**src/rtl/ac97_cmd_scheduler.sv**
```systemverilog
// ac97_cmd_scheduler
//   Chooses the slot-1/2 command carried by each AC97 output frame. After
//   reset it walks a fixed codec init table, one write per frame. It then
//   serves CPU register reads and writes. In the volume-tracking build it
//   also inserts periodic and on-change master/headphone volume refreshes.
//
// Optional feature: define AC97_VOL_TRACK_EN to enable volume tracking and
//   periodic refresh. With the macro undefined, the volume is written only
//   by the init table and the REFRESH state is never entered.
//
// Handshake: cpu_req_valid is asserted by the CPU, with the request fields
//   held stable, until it sees cpu_req_ready. cpu_req_ready is a
//   combinational one-cycle pulse that fires only in the frame_req cycle
//   that picks the CPU.
//
// Ports
//   bit_clk, reset_b          clock, async active-low reset
//   frame_req                 per-frame decision strobe from the frame engine
//   cmd_valid/read/addr/data  command for the current frame (updated 1 cycle
//                             after frame_req, held until the next one)
//   cpu_req_*                 CPU register request channel
//   status_valid/addr/data    decoded codec slot-1/2 status
//   rd_resp_valid/data/err    read response pulse (err=1 on timeout, data=FFFFh)
//   volume_control            4-bit attenuation switch
//   init_done                 init table fully issued
//   dbg_state                 current FSM state (INIT=0, IDLE=1, RD_WAIT=2, REFRESH=3)
module ac97_cmd_scheduler #(
  parameter int INIT_LEN          = 6,
  parameter int REFRESH_FRAMES    = 64,
  parameter int RD_TIMEOUT_FRAMES = 4
) (
  input  logic        bit_clk,
  input  logic        reset_b,
  input  logic        frame_req,
  output logic        cmd_valid,
  output logic        cmd_read,
  output logic [6:0]  cmd_addr,
  output logic [15:0] cmd_data,
  input  logic        cpu_req_valid,
  input  logic        cpu_req_rd,
  input  logic [6:0]  cpu_req_addr,
  input  logic [15:0] cpu_req_data,
  output logic        cpu_req_ready,
  input  logic        status_valid,
  input  logic [6:0]  status_addr,
  input  logic [15:0] status_data,
  output logic        rd_resp_valid,
  output logic [15:0] rd_resp_data,
  output logic        rd_resp_err,
  input  logic [3:0]  volume_control,
  output logic        init_done,
  output logic [1:0]  dbg_state
);

  localparam int IDX_W = (INIT_LEN > 1) ? $clog2(INIT_LEN) : 1;
  localparam int TO_W  = (RD_TIMEOUT_FRAMES > 1) ? $clog2(RD_TIMEOUT_FRAMES) : 1;

  typedef enum logic [1:0] {
    S_INIT    = 2'd0,
    S_IDLE    = 2'd1,
    S_RD_WAIT = 2'd2,
    S_REFRESH = 2'd3
  } state_t;

  state_t            r_state;
  logic [IDX_W-1:0]  r_init_idx;
  logic [TO_W-1:0]   r_to_cnt;
  logic [6:0]        r_rd_addr;
  logic              r_cmd_valid;
  logic              r_cmd_read;
  logic [6:0]        r_cmd_addr;
  logic [15:0]       r_cmd_data;
  logic              r_rd_resp_valid;
  logic [15:0]       r_rd_resp_data;
  logic              r_rd_resp_err;
  logic              r_init_done;

  logic [15:0]       w_vol;
  logic              w_refresh_pend;
  logic              w_cpu_accept;
  logic              w_match;

  // Volume word layout shared by registers 02h and 04h: the same
  // attenuation goes to both channels, and the mute bits stay clear.
  assign w_vol = {3'b000, 1'b1, volume_control, 3'b000, 1'b1, volume_control};

  assign w_cpu_accept = frame_req && (r_state == S_IDLE) && !w_refresh_pend && cpu_req_valid;
  assign w_match      = status_valid && (status_addr == r_rd_addr);

  // Init table entry {addr, data}; the volume entries use the live value.
  function automatic logic [22:0] init_entry(input logic [IDX_W-1:0] idx, input logic [15:0] vol);
    logic [22:0] e;
    case (int'(idx))
      0:       e = {7'h02, vol};
      1:       e = {7'h04, vol};
      2:       e = {7'h18, 16'h0808};
      3:       e = {7'h0E, 16'h0008};
      4:       e = {7'h1A, 16'h0000};
      5:       e = {7'h1C, 16'h0000};
      default: e = {7'h00, 16'h0000};
    endcase
    return e;
  endfunction

`ifdef AC97_VOL_TRACK_EN
  localparam int REF_W = (REFRESH_FRAMES > 1) ? $clog2(REFRESH_FRAMES) : 1;

  logic [REF_W-1:0] r_ref_cnt;
  logic [3:0]       r_vc_q;
  logic             r_refresh_pend;
  logic             w_ref_wrap;
  logic             w_vol_chg;
  logic             w_refresh_take;

  assign w_ref_wrap = frame_req && (r_state != S_INIT) &&
                      (r_ref_cnt == REF_W'(REFRESH_FRAMES - 1));
  // Before the first init write nothing has been sent yet, so a difference
  // from the reset value of r_vc_q is not a real change.
  assign w_vol_chg = (volume_control != r_vc_q) &&
                     !((r_state == S_INIT) && (r_init_idx == '0));
  assign w_refresh_take = frame_req && (r_state == S_IDLE) && r_refresh_pend;
  assign w_refresh_pend = r_refresh_pend;

  always_ff @(posedge bit_clk or negedge reset_b) begin
    if (!reset_b) begin
      r_ref_cnt      <= '0;
      r_vc_q         <= 4'h0;
      r_refresh_pend <= 1'b0;
    end else begin
      r_vc_q <= volume_control;
      if (frame_req && (r_state != S_INIT))
        r_ref_cnt <= w_ref_wrap ? '0 : r_ref_cnt + REF_W'(1);
      // Triggers arriving while a refresh is pending merge into it. A new
      // trigger in the take cycle wins, so the latest volume is always sent.
      if (w_ref_wrap || w_vol_chg)
        r_refresh_pend <= 1'b1;
      else if (w_refresh_take)
        r_refresh_pend <= 1'b0;
    end
  end
`else
  logic w_unused_cfg;
  assign w_unused_cfg   = (REFRESH_FRAMES > 0);
  assign w_refresh_pend = 1'b0;
`endif

  always_ff @(posedge bit_clk or negedge reset_b) begin
    if (!reset_b) begin
      r_state         <= S_INIT;
      r_init_idx      <= '0;
      r_to_cnt        <= '0;
      r_rd_addr       <= 7'h00;
      r_cmd_valid     <= 1'b0;
      r_cmd_read      <= 1'b0;
      r_cmd_addr      <= 7'h00;
      r_cmd_data      <= 16'h0000;
      r_rd_resp_valid <= 1'b0;
      r_rd_resp_data  <= 16'h0000;
      r_rd_resp_err   <= 1'b0;
      r_init_done     <= 1'b0;
    end else begin
      r_rd_resp_valid <= 1'b0;
      case (r_state)
        S_INIT: begin
          if (frame_req) begin
            {r_cmd_addr, r_cmd_data} <= init_entry(r_init_idx, w_vol);
            r_cmd_valid <= 1'b1;
            r_cmd_read  <= 1'b0;
            if (r_init_idx == IDX_W'(INIT_LEN - 1)) begin
              r_init_done <= 1'b1;
              r_state     <= S_IDLE;
            end else begin
              r_init_idx <= r_init_idx + IDX_W'(1);
            end
          end
        end
        S_IDLE: begin
          if (frame_req) begin
            if (w_refresh_pend) begin
              r_cmd_valid <= 1'b1;
              r_cmd_read  <= 1'b0;
              r_cmd_addr  <= 7'h02;
              r_cmd_data  <= w_vol;
              r_state     <= S_REFRESH;
            end else if (w_cpu_accept) begin
              r_cmd_valid <= 1'b1;
              r_cmd_read  <= cpu_req_rd;
              r_cmd_addr  <= cpu_req_addr;
              r_cmd_data  <= cpu_req_rd ? 16'h0000 : cpu_req_data;
              if (cpu_req_rd) begin
                r_rd_addr <= cpu_req_addr;
                r_to_cnt  <= '0;
                r_state   <= S_RD_WAIT;
              end
            end else begin
              r_cmd_valid <= 1'b0;
              r_cmd_read  <= 1'b0;
              r_cmd_addr  <= 7'h00;
              r_cmd_data  <= 16'h0000;
            end
          end
        end
        S_REFRESH: begin
          if (frame_req) begin
            r_cmd_valid <= 1'b1;
            r_cmd_read  <= 1'b0;
            r_cmd_addr  <= 7'h04;
            r_cmd_data  <= w_vol;
            r_state     <= S_IDLE;
          end
        end
        S_RD_WAIT: begin
          if (frame_req) begin
            r_cmd_valid <= 1'b0;
            r_cmd_read  <= 1'b0;
            r_cmd_addr  <= 7'h00;
            r_cmd_data  <= 16'h0000;
            r_to_cnt    <= r_to_cnt + TO_W'(1);
          end
          // A matching status is checked before the timeout, so a match in
          // the timeout frame still returns good data.
          if (w_match) begin
            r_rd_resp_valid <= 1'b1;
            r_rd_resp_data  <= status_data;
            r_rd_resp_err   <= 1'b0;
            r_state         <= S_IDLE;
          end else if (frame_req && (r_to_cnt == TO_W'(RD_TIMEOUT_FRAMES - 1))) begin
            r_rd_resp_valid <= 1'b1;
            r_rd_resp_data  <= 16'hFFFF;
            r_rd_resp_err   <= 1'b1;
            r_state         <= S_IDLE;
          end
        end
        default: r_state <= S_INIT;
      endcase
    end
  end

  assign cmd_valid     = r_cmd_valid;
  assign cmd_read      = r_cmd_read;
  assign cmd_addr      = r_cmd_addr;
  assign cmd_data      = r_cmd_data;
  assign cpu_req_ready = w_cpu_accept;
  assign rd_resp_valid = r_rd_resp_valid;
  assign rd_resp_data  = r_rd_resp_data;
  assign rd_resp_err   = r_rd_resp_err;
  assign init_done     = r_init_done;
  assign dbg_state     = r_state;

endmodule

```
**config.mk**
```make
export PLATFORM = sky130hd
export DESIGN_NAME = ac97_cmd_scheduler
export DESIGN_NICKNAME = d
export VERILOG_FILES = /design/src/rtl/ac97_cmd_scheduler.sv
export SDC_FILE = /design/constraint.sdc
export NUM_CORES = 1
export LEC_CHECK = 0
export BUFFER_PORTS_ARGS = -buffer_cell sky130_fd_sc_hd__buf_4
export CORE_ASPECT_RATIO = 0.9
export CORE_MARGIN = 2
export CORE_UTILIZATION = 30
export DETAILED_ROUTE_END_ITERATION = 6
export SYNTH_ARGS = -nofsm -noshare
export SYNTH_HDL_FRONTEND = slang
export SYNTH_SLANG_ARGS = --single-unit
```
**constraint.sdc**
```tcl
create_clock -name bit_clk -period 2 [get_ports bit_clk]
set_clock_uncertainty 0.1 [all_clocks]
set_input_delay 0.4 -clock bit_clk [delete_from_list [all_inputs] [get_ports bit_clk]]
set_output_delay 0.4 -clock bit_clk [all_outputs]
set_load 0.02 [all_outputs]
```
[After elaboration in Yosys (flattened, before gate mapping)]
Index checks and enable logic that the tools add are counted.
Cells by class
  add/subtract/negate cells: 2
  equality and inequality tests: 20
  mux-type cells: 43
  bitwise operators: 1
  reductions and logical operators: 19
Operators by type and width (number)
  $mux W16: 8
  $pmux W21 S6: 1
  $pmux W16 S4: 1
  $mux W7: 5
  $pmux W7 S4: 1
  $mux W2: 12
  $ne A2 B2 Y1 const B: 7
  $mux W1: 11
  $reduce_and A3 Y1: 3
  $pmux W2 S4: 1
  $reduce_and A4 Y1: 2
  $eq A7 B7 Y1: 1
  $reduce_and A7 Y1: 1
  $eq A2 B2 Y1 const B: 3
  $eq A3 B2 Y1 const B: 2
  $eq A3 B3 Y1 const B: 2
  $reduce_and A5 Y1: 1
  $logic_and A1 B1 Y1: 4
  $ne A2 B1 Y1 const B: 2
  $pmux W2 S2: 1
  $reduce_and A2 Y1: 2
  $reduce_bool A2 Y1: 2
  $add A3 B1 Y3 const B: 1
  $eq A3 B1 Y1 const B: 1
  other kinds (10): 10
Word-level totals
  bits in registers: 58

[Longest topological paths before layout]
Gate-level depths: netlist of run 1.
  depth after elaboration: 6
  gate-level depth with buffers: 9
  gate-level depth less buffers: 8

[Least setup slack after synthesis of run 1]
OpenSTA, ideal clock, no wires.
  path kind: register to register
  start: reg r_state[1] (netlist: dbg_state[1])
  end: reg r_rd_addr[0]
  arrival time: 1.672 ns
  required time: 1.775 ns
  setup slack: 0.103 ns
  stages on the path, launching flop included: 7
  period minus slack after synthesis: 1.897 ns
  cells stage by stage: dfrtp_1 inv_1 ha_1 nand3_2 inv_1 nand2_2 mux2_2
Between the ends
  word-level cells in the longest chain between the ends: 4
Ends and longest elaborated chain
  start: declaration: line 65  | state_t r_state;
  start signal: assignment: line 149  | r_state <= S_INIT;
  start signal: assignment: line 171  | r_state <= S_IDLE;
  start signal: assignment: line 184  | r_state <= S_REFRESH;
  $eq A2 B1 Y1: line 87  | assign w_cpu_accept = frame_req && (r_state == S_IDLE) && !w_refresh_pend && cpu_req_valid;
  $logic_and A1 B1 Y1 (2 in a row): line 87
  net cpu_req_ready: line 43  | output logic cpu_req_ready,
  $reduce_and A4 Y1 (no line)
  end signal: assignment: line 191  | r_rd_addr <= cpu_req_addr;
  end: declaration: line 68  | logic [6:0] r_rd_addr;
The timed path passes the listed nets, and every way through them passes these cells.
A chain may end at the register's enable or synchronous reset.

[Worst setup path in the final report of run 1]
  start: reg r_state[1] (netlist: dbg_state[1])
  end: out cpu_req_ready
Between the ends
  word-level cells in the longest chain between the ends: 3
Ends and longest elaborated chain (line)
  $eq A2 B1 Y1: 87
  $logic_and A1 B1 Y1 (2 in a row): 87
  end: declaration: 43
Every way passes these cells.

==> out/metrics.cfg, run 1 <==
[layout]
nets = 436
drive_above_1_share_pct = 42.6
utilization_pct = 44.1
fin_cells = 493
area.growth.synth_to_final_pct = 44.6
num_antenna_cells = 0

[drt]
wl_per_cell_um = 14.5
antenna_left = 0
drt-total-wl_mm = 7.15
first_iter_violations = 78
vias = 2303
first_pass_iters = 4
vias_per_cell = 4.67
drc_errors = 0

[sta]
rsz0062_at_grt = false
period_share_pct = 94.6
fin_setup_tns_ps = 0
worstMarginPinSlew_ps = 422
fmax_ghz = 0.529
hold_viol = 0
finalSetupViolations = 0
fin_crit_ps = 1890
slew_headroom_pct = 71.6
drv_slew = 0

[synth]
synth.distinct_cells = 40
avgSynthCellArea_sq_um = 11.2
synth-seq-cells = 58
ys_warn_count = 0
seq_area_frac_synth_pct = 52.9
mappedNetlistArea_sq_mm = 0.00274
synth_cells = 246
synth_ff_type = dfrtp_1
syn-num-nets = 316
async_flop_share_pct = 100
synth_edf_count = 0

[critical_path]
reg2reg_from = dbg_state[1]
cp_max_fo = 4
cp.arrival_ps = 1390
r2r_cells = 8
cp-start-kind = flip-flop
critPathCaptureType = output port
r2r_slack_ps = 170
crit_required_ps = 1500
critPathKind = flip-flop to output port
r2r-end = cmd_addr[4]

[hold_path]
hold_start = status_data[15]
hold_end = rd_resp_data[15]
hold_path.class = input pin to flip-flop
hold_path_depth = 2

[flow_run]
maxCapViolations = 0

[global_route]
antenna_found_initial = 0
grt_max_degree = 35
grt_pass1_vias = 2359
grt_pass1_wl_mm = 11.7
grt_usage_pct = 15.0
gr-total-overflow = 0

[die]
dieWidth_um = 105
core_sq_mm = 0.00900
die_h_um = 94.7
initial_core_util_pct = 30.5
fp-row-count = 33
ios = 103
die_area_sq_mm = 0.00993

[pwr]
power_mw = 5.34
powerDensity_mw_per_mm2 = 1350
p_seq_share_pct = 33.9
power_switching_mw = 2.03
pwr-share-clk_pct = 20.3
power.internal_mw = 3.31
p_sw_share_pct = 38.0
power_leakage_nw = 1.95
p_comb_share_pct = 45.9
irDropWorstVdd_mv = 0.498

[placement]
post-place-cells = 474
port_buffers = 102
place_congestion = 0.771
hpwl_mm = 5.29

[clock_network]
clock_latency_ps = 340
cts_tree = yes
cts-htree-levels = 3
cts_sinks = 58
clockRootBuffer = clkbuf_8
cts.clk_slew.worst_paths_ps = 70
cts_buffer_depth = 2
cts_buffers = 9

[status]
run_status = complete, no violations

## Yosys cell counts, types with 3 or more instances
| master | number | area, sq um |
|---|---|---|
| a21oi_1 | 14 | 70.1 |
| a22o_1 | 9 | 78.8 |
| buf_2 | 6 | 30.0 |
| buf_6 | 3 | 33.8 |
| dfrtp_1 | 58 | 1450 |
| ha_1 | 14 | 175 |
| inv_1 | 9 | 33.8 |
| mux2_2 | 8 | 90.1 |
| nand2_1 | 29 | 109 |
| nand3_1 | 4 | 20.0 |
| nor2_1 | 16 | 60.1 |
| nor2b_1 | 3 | 18.8 |
| o21ai_0 | 11 | 55.1 |
| o22a_1 | 16 | 140 |
| o22a_2 | 6 | 60.1 |
| xnor2_1 | 8 | 70.1 |
## cell usage in the layout, fill, tap and decap left out, drive strengths merged, types with 2 or more instances in the layout
cell / count
buf: 118
dfrtp: 58
nand2: 30
o22a: 22
nor2: 18
a21oi: 14
ha: 14
o21ai: 11
clkbuf: 11
a22o: 9
inv: 9
xnor2: 8
mux2: 8
nand3: 5
clkinv: 4
nor2b: 3
nor3: 3
nand4: 2
o21a: 2
nand2b: 2
a22oi: 2
a221oi: 2
mux2i: 2
a21o: 2
## state kept, by name, summed over array words and instances (netlist names)
register / flops
init_done: 1
r_init_idx: 3
cmd_valid: 1
cmd_addr: 7
rd_resp_err: 1
r_to_cnt: 2
rd_resp_valid: 1
r_rd_addr: 7
cmd_read: 1
rd_resp_data: 16
dbg_state: 2
cmd_data: 16
## repair_timing
item | in CTS | in global routing
hold endpoints to repair | 24 | 0
gates resized for setup | 3 | 6
buffers inserted | 2 | 0
hold buffers | 1 | 0
endpoints found under the setup margin | 1 | 13
pin swaps | 0 | 0
## worst max path at each step
stage | slack [ps] | end | startpoint
after floorplan | 100 | r_rd_addr[0] | dbg_state[1]
after global placement | 160 | cmd_addr[2] | dbg_state[0]
after detailed placement | 50 | cmd_data[12] | dbg_state[1]
after CTS | 0.7 | cpu_req_ready | dbg_state[1]
after global routing | 5 | cmd_addr[2] | dbg_state[1]
final | 110 | cpu_req_ready | dbg_state[1]
## cells by family after synthesis
| group | synth area share, % |
|---|---|
| buf+inv | 3.69 |
| xor+xnor | 2.55 |
| flops | 52.9 |
| simple gates | 10.7 |
| compound gates | 19.8 |
| fa+ha+maj | 6.38 |
| mux | 4.01 |
## through the flow
step	hold WS (ps)	setup WS (ps)	area (sq um)
after floorplan	4.41	103	2740
after global placement	233	157	3710
after detailed placement	233	51.7	3710
after CTS	153	0.652	3940
after global routing	151	4.65	3970
final	167	109	3970
## power by group through the flow
stage / clock [mW] / sequential (mW) / combinational, mW
2_1_floorplan: 0 / 2.10 / 1.15
3_3_place_gp: 0 / 1.82 / 2.35
3_5_place_dp: 0 / 1.83 / 2.38
4_1_cts: 1.12 / 1.80 / 2.43
5_1_grt: 1.17 / 1.86 / 2.72
6_report: 1.08 / 1.81 / 2.45
## cell type report
class	instances	area [sq um]
Fill cell	898	5030
Sequential cell	58	1450
Timing Repair Buffer	119	908
Clock buffer	11	141
Tap cell	122	153
Multi-Input combinational cell	169	1220
Inverter	9	33.8
Clock inverter	5	53.8
## layer usage
metal | vias up | GRT usage (%) | part of all wire [%]
met2 | 72 | 23.2 | 46
met3 | 7 | 6.35 | 7.3
met1 | 1096 | 19.6 | 46
li1 | 1128 | - | -
met5 | - | 0 | 0
met4 | 0 | 3.78 | 0.88
## critical path: stages, from the launching register on
cell     delay, ps
dfrtp_1        400
inv_2          110
ha_4           170
nand3_4        110
inv_2          110
buf_4          150
Note: power is estimated with default switching activity, not from simulation.
==> inputs of run 2 (changes only) <==
==> constraint.sdc (replaced) <==
create_clock -name bit_clk -period 2.25 [get_ports bit_clk]
set_clock_uncertainty 0.1 [all_clocks]
set_input_delay 0.45 -clock bit_clk [delete_from_list [all_inputs] [get_ports bit_clk]]
set_output_delay 0.45 -clock bit_clk [all_outputs]
set_load 0.02 [all_outputs]
==> out/metrics.cfg, run 2 (synthesized netlist as in run 1, its figures left out) <==
[placement]
dpl-instance-area_sq_mm = 0.00367  ; -1.1%
hpwl_mm = 5.12  ; -3.2%
port_buffers = 102  ; unchanged
post-place-ws_ps = 236  ; +185 ps
place_congestion = 0.731  ; -5.2%
post-place-cells = 470  ; -0.84%

[clock_network]
cts_sinks = 58  ; unchanged
cts-htree-levels = 3  ; unchanged
cts_buffers = 9  ; unchanged
postCtsSetupBuffers = 0  ; -2
cts.clk_slew.worst_paths_ps = 70  ; about the same
cts_buffer_depth = 2  ; unchanged
clock_latency_ps = 330  ; about the same
cts_tree = yes
clockRootBuffer = clkbuf_8

[global_route]
grt_max_degree = 59  ; +69%
gr-total-overflow = 0  ; unchanged
antenna_found_initial = 0  ; unchanged
grt_pass1_wl_mm = 11.3  ; -3.0%
grt_usage_pct = 14.6  ; -0.41 points
grt_pass1_vias = 2296  ; -2.7%

[critical_path]
crit_required_ps = 1700  ; +200 ps
cp.arrival_ps = 1510  ; +120 ps
critPathMaxStageDelay_ps = 430  ; +30 ps
path_common_cell = inv_2
critPathSlowestCell = dfrtp_1
critPathCaptureType = output port
critPathKind = flip-flop to output port
path_cells = inv_2 > ha_4 > nand3_2 > inv_2 > buf_4
cp_max_fo = 7  ; +3
cp-start-kind = flip-flop

[sta]
finalSetupViolations = 0  ; unchanged
fin_crit_ps = 2060
fmax_ghz = 0.486
drv_slew = 0  ; unchanged
worstMarginPinSlew_ps = 737  ; +315 ps
slew_headroom_pct = 50.9  ; -21 points
fin_setup_tns_ps = 0  ; unchanged
post-route-worst-setup-slack_ps = 191  ; +82.0 ps
hold_viol = 0  ; unchanged
period_share_pct = 91.5
timing.hold.ws_ps = 77.2  ; -89.8 ps
rsz0062_at_grt = false

[layout]
seqCellArea_sq_mm = 0.00145  ; about the same
area.growth.synth_to_final_pct = 42.2
drive_above_1_share_pct = 40.9  ; -1.7 points
layout_commonest_cell = buf_4
nets = 429  ; -1.6%
multi_input_area_sq_mm = 0.00120  ; -1.6%
fin_cells = 486  ; -1.4%
fin_area_sq_mm = 0.00390  ; -1.6%
layout_common_cells = buf_4 (112), dfrtp_1 (58), nand2_1 (29)
utilization_pct = 43.3  ; -0.72 points
fillers = 906  ; +0.89%
num_antenna_cells = 0  ; unchanged

[die]
core_sq_mm = 0.00900  ; unchanged
initial_core_util_pct = 30.5  ; unchanged
fp-row-count = 33  ; unchanged
ios = 103  ; unchanged
die_area_sq_mm = 0.00993  ; unchanged
die_h_um = 94.7  ; unchanged
dieWidth_um = 105  ; unchanged

[pwr]
pwr-share-clk_pct = 22.1  ; +1.8 points
power_leakage_nw = 1.92  ; -1.6%
powerDensity_mw_per_mm2 = 1220  ; -9.4%
power.internal_mw = 3.00  ; -9.6%
p_sw_share_pct = 37.1  ; -0.88 points
p_comb_share_pct = 43.6  ; -2.3 points
p_seq_share_pct = 34.2  ; +0.3 points
power_mw = 4.76  ; -11%
power_switching_mw = 1.77  ; -13%
irDropWorstVdd_mv = 0.428  ; -14%

[drt]
first_pass_iters = 4  ; unchanged
first_iter_violations = 74  ; -5.1%
drt-total-wl_mm = 6.94  ; -2.9%
vias_per_cell = 4.68  ; +0.16%
drt-met1-wl_mm = 3.18  ; -3.1%
antenna_left = 0  ; unchanged
drc_errors = 0  ; unchanged
vias = 2274  ; -1.3%
wl_per_cell_um = 14.3  ; -1.5%
wl_met3_um = 511  ; -2.3%
dr_wl_met2_mm = 3.13  ; -4.5%
topRoutingLayerUsed = met4

[flow_run]
maxCapViolations = 0  ; unchanged

[status]
run_status = complete, no violations

[hold_path]
hold_path.class = input pin to async pin

[run 2: cell types whose count changed in the layout (fill, tap and decap cells not counted), sizes merged]
cell and change:
buf -6, clkinv -2, bufinv +1, clkinvlp +1
dlygate4sd3 -1
[run 2: worst max-delay path: cells and delay by family (launching register included)]
kind,cells,cell delay (ps)
adders and majority gates,1,180
buffers and inverters,3,410
DFF,1,430
and+or+nand+nor,1,160
[run 2: power by group through the flow]
| stage | clock network [mW] | registers, mW | logic [mW] |
|---|---|---|---|
| final | 1.05 | 1.63 | 2.08 |
| after global routing | 1.14 | 1.68 | 2.32 |
| after CTS | 1.09 | 1.63 | 2.09 |
| after detailed placement | 0 | 1.64 | 2.07 |
| after global placement | 0 | 1.64 | 2.04 |
| after floorplan | 0 | 1.87 | 1.03 |
[run 2: final timing paths]
path | start | endpoint | slack [ps] | depth (start not counted)
hold reg to reg | init_done | init_done | 370 | 1
setup / recovery | dbg_state[1] | cpu_req_ready | 190 | 5
setup reg to reg | dbg_state[0] | cmd_addr[2] | 250 | 7
max in group asynchronous | reset_b | cmd_read | 1480 | 1
hold / removal | reset_b | cmd_data[15] | 80 | 1
min in group bit_clk | status_data[10] | rd_resp_data[10] | 230 | 2
[run 2: area by class of cell]
cell class                      instances  share of cell area [%]
Sequential cell                        58                    37.2
Timing Repair Buffer                  112                    21.6
Clock buffer                           11                    3.62
Multi-Input combinational cell        169                    30.9
Tap cell                              122                    3.91
Clock inverter                          5                    1.99
Inverter                                9                   0.866
[run 2: repair_timing]
| item | in CTS | in global routing |
|---|---|---|
| endpoints found under the setup margin | 1 | 1 |
| hold buffers | 0 | 0 |
| resized for setup | 2 | 2 |
[run 2: routing by layer]
metal	global-route usage, %	vias up
met2	22.3	68
li1	-	1105
met1	19.3	1090
met4	5.33	0
met5	0	-
met3	5.11	11
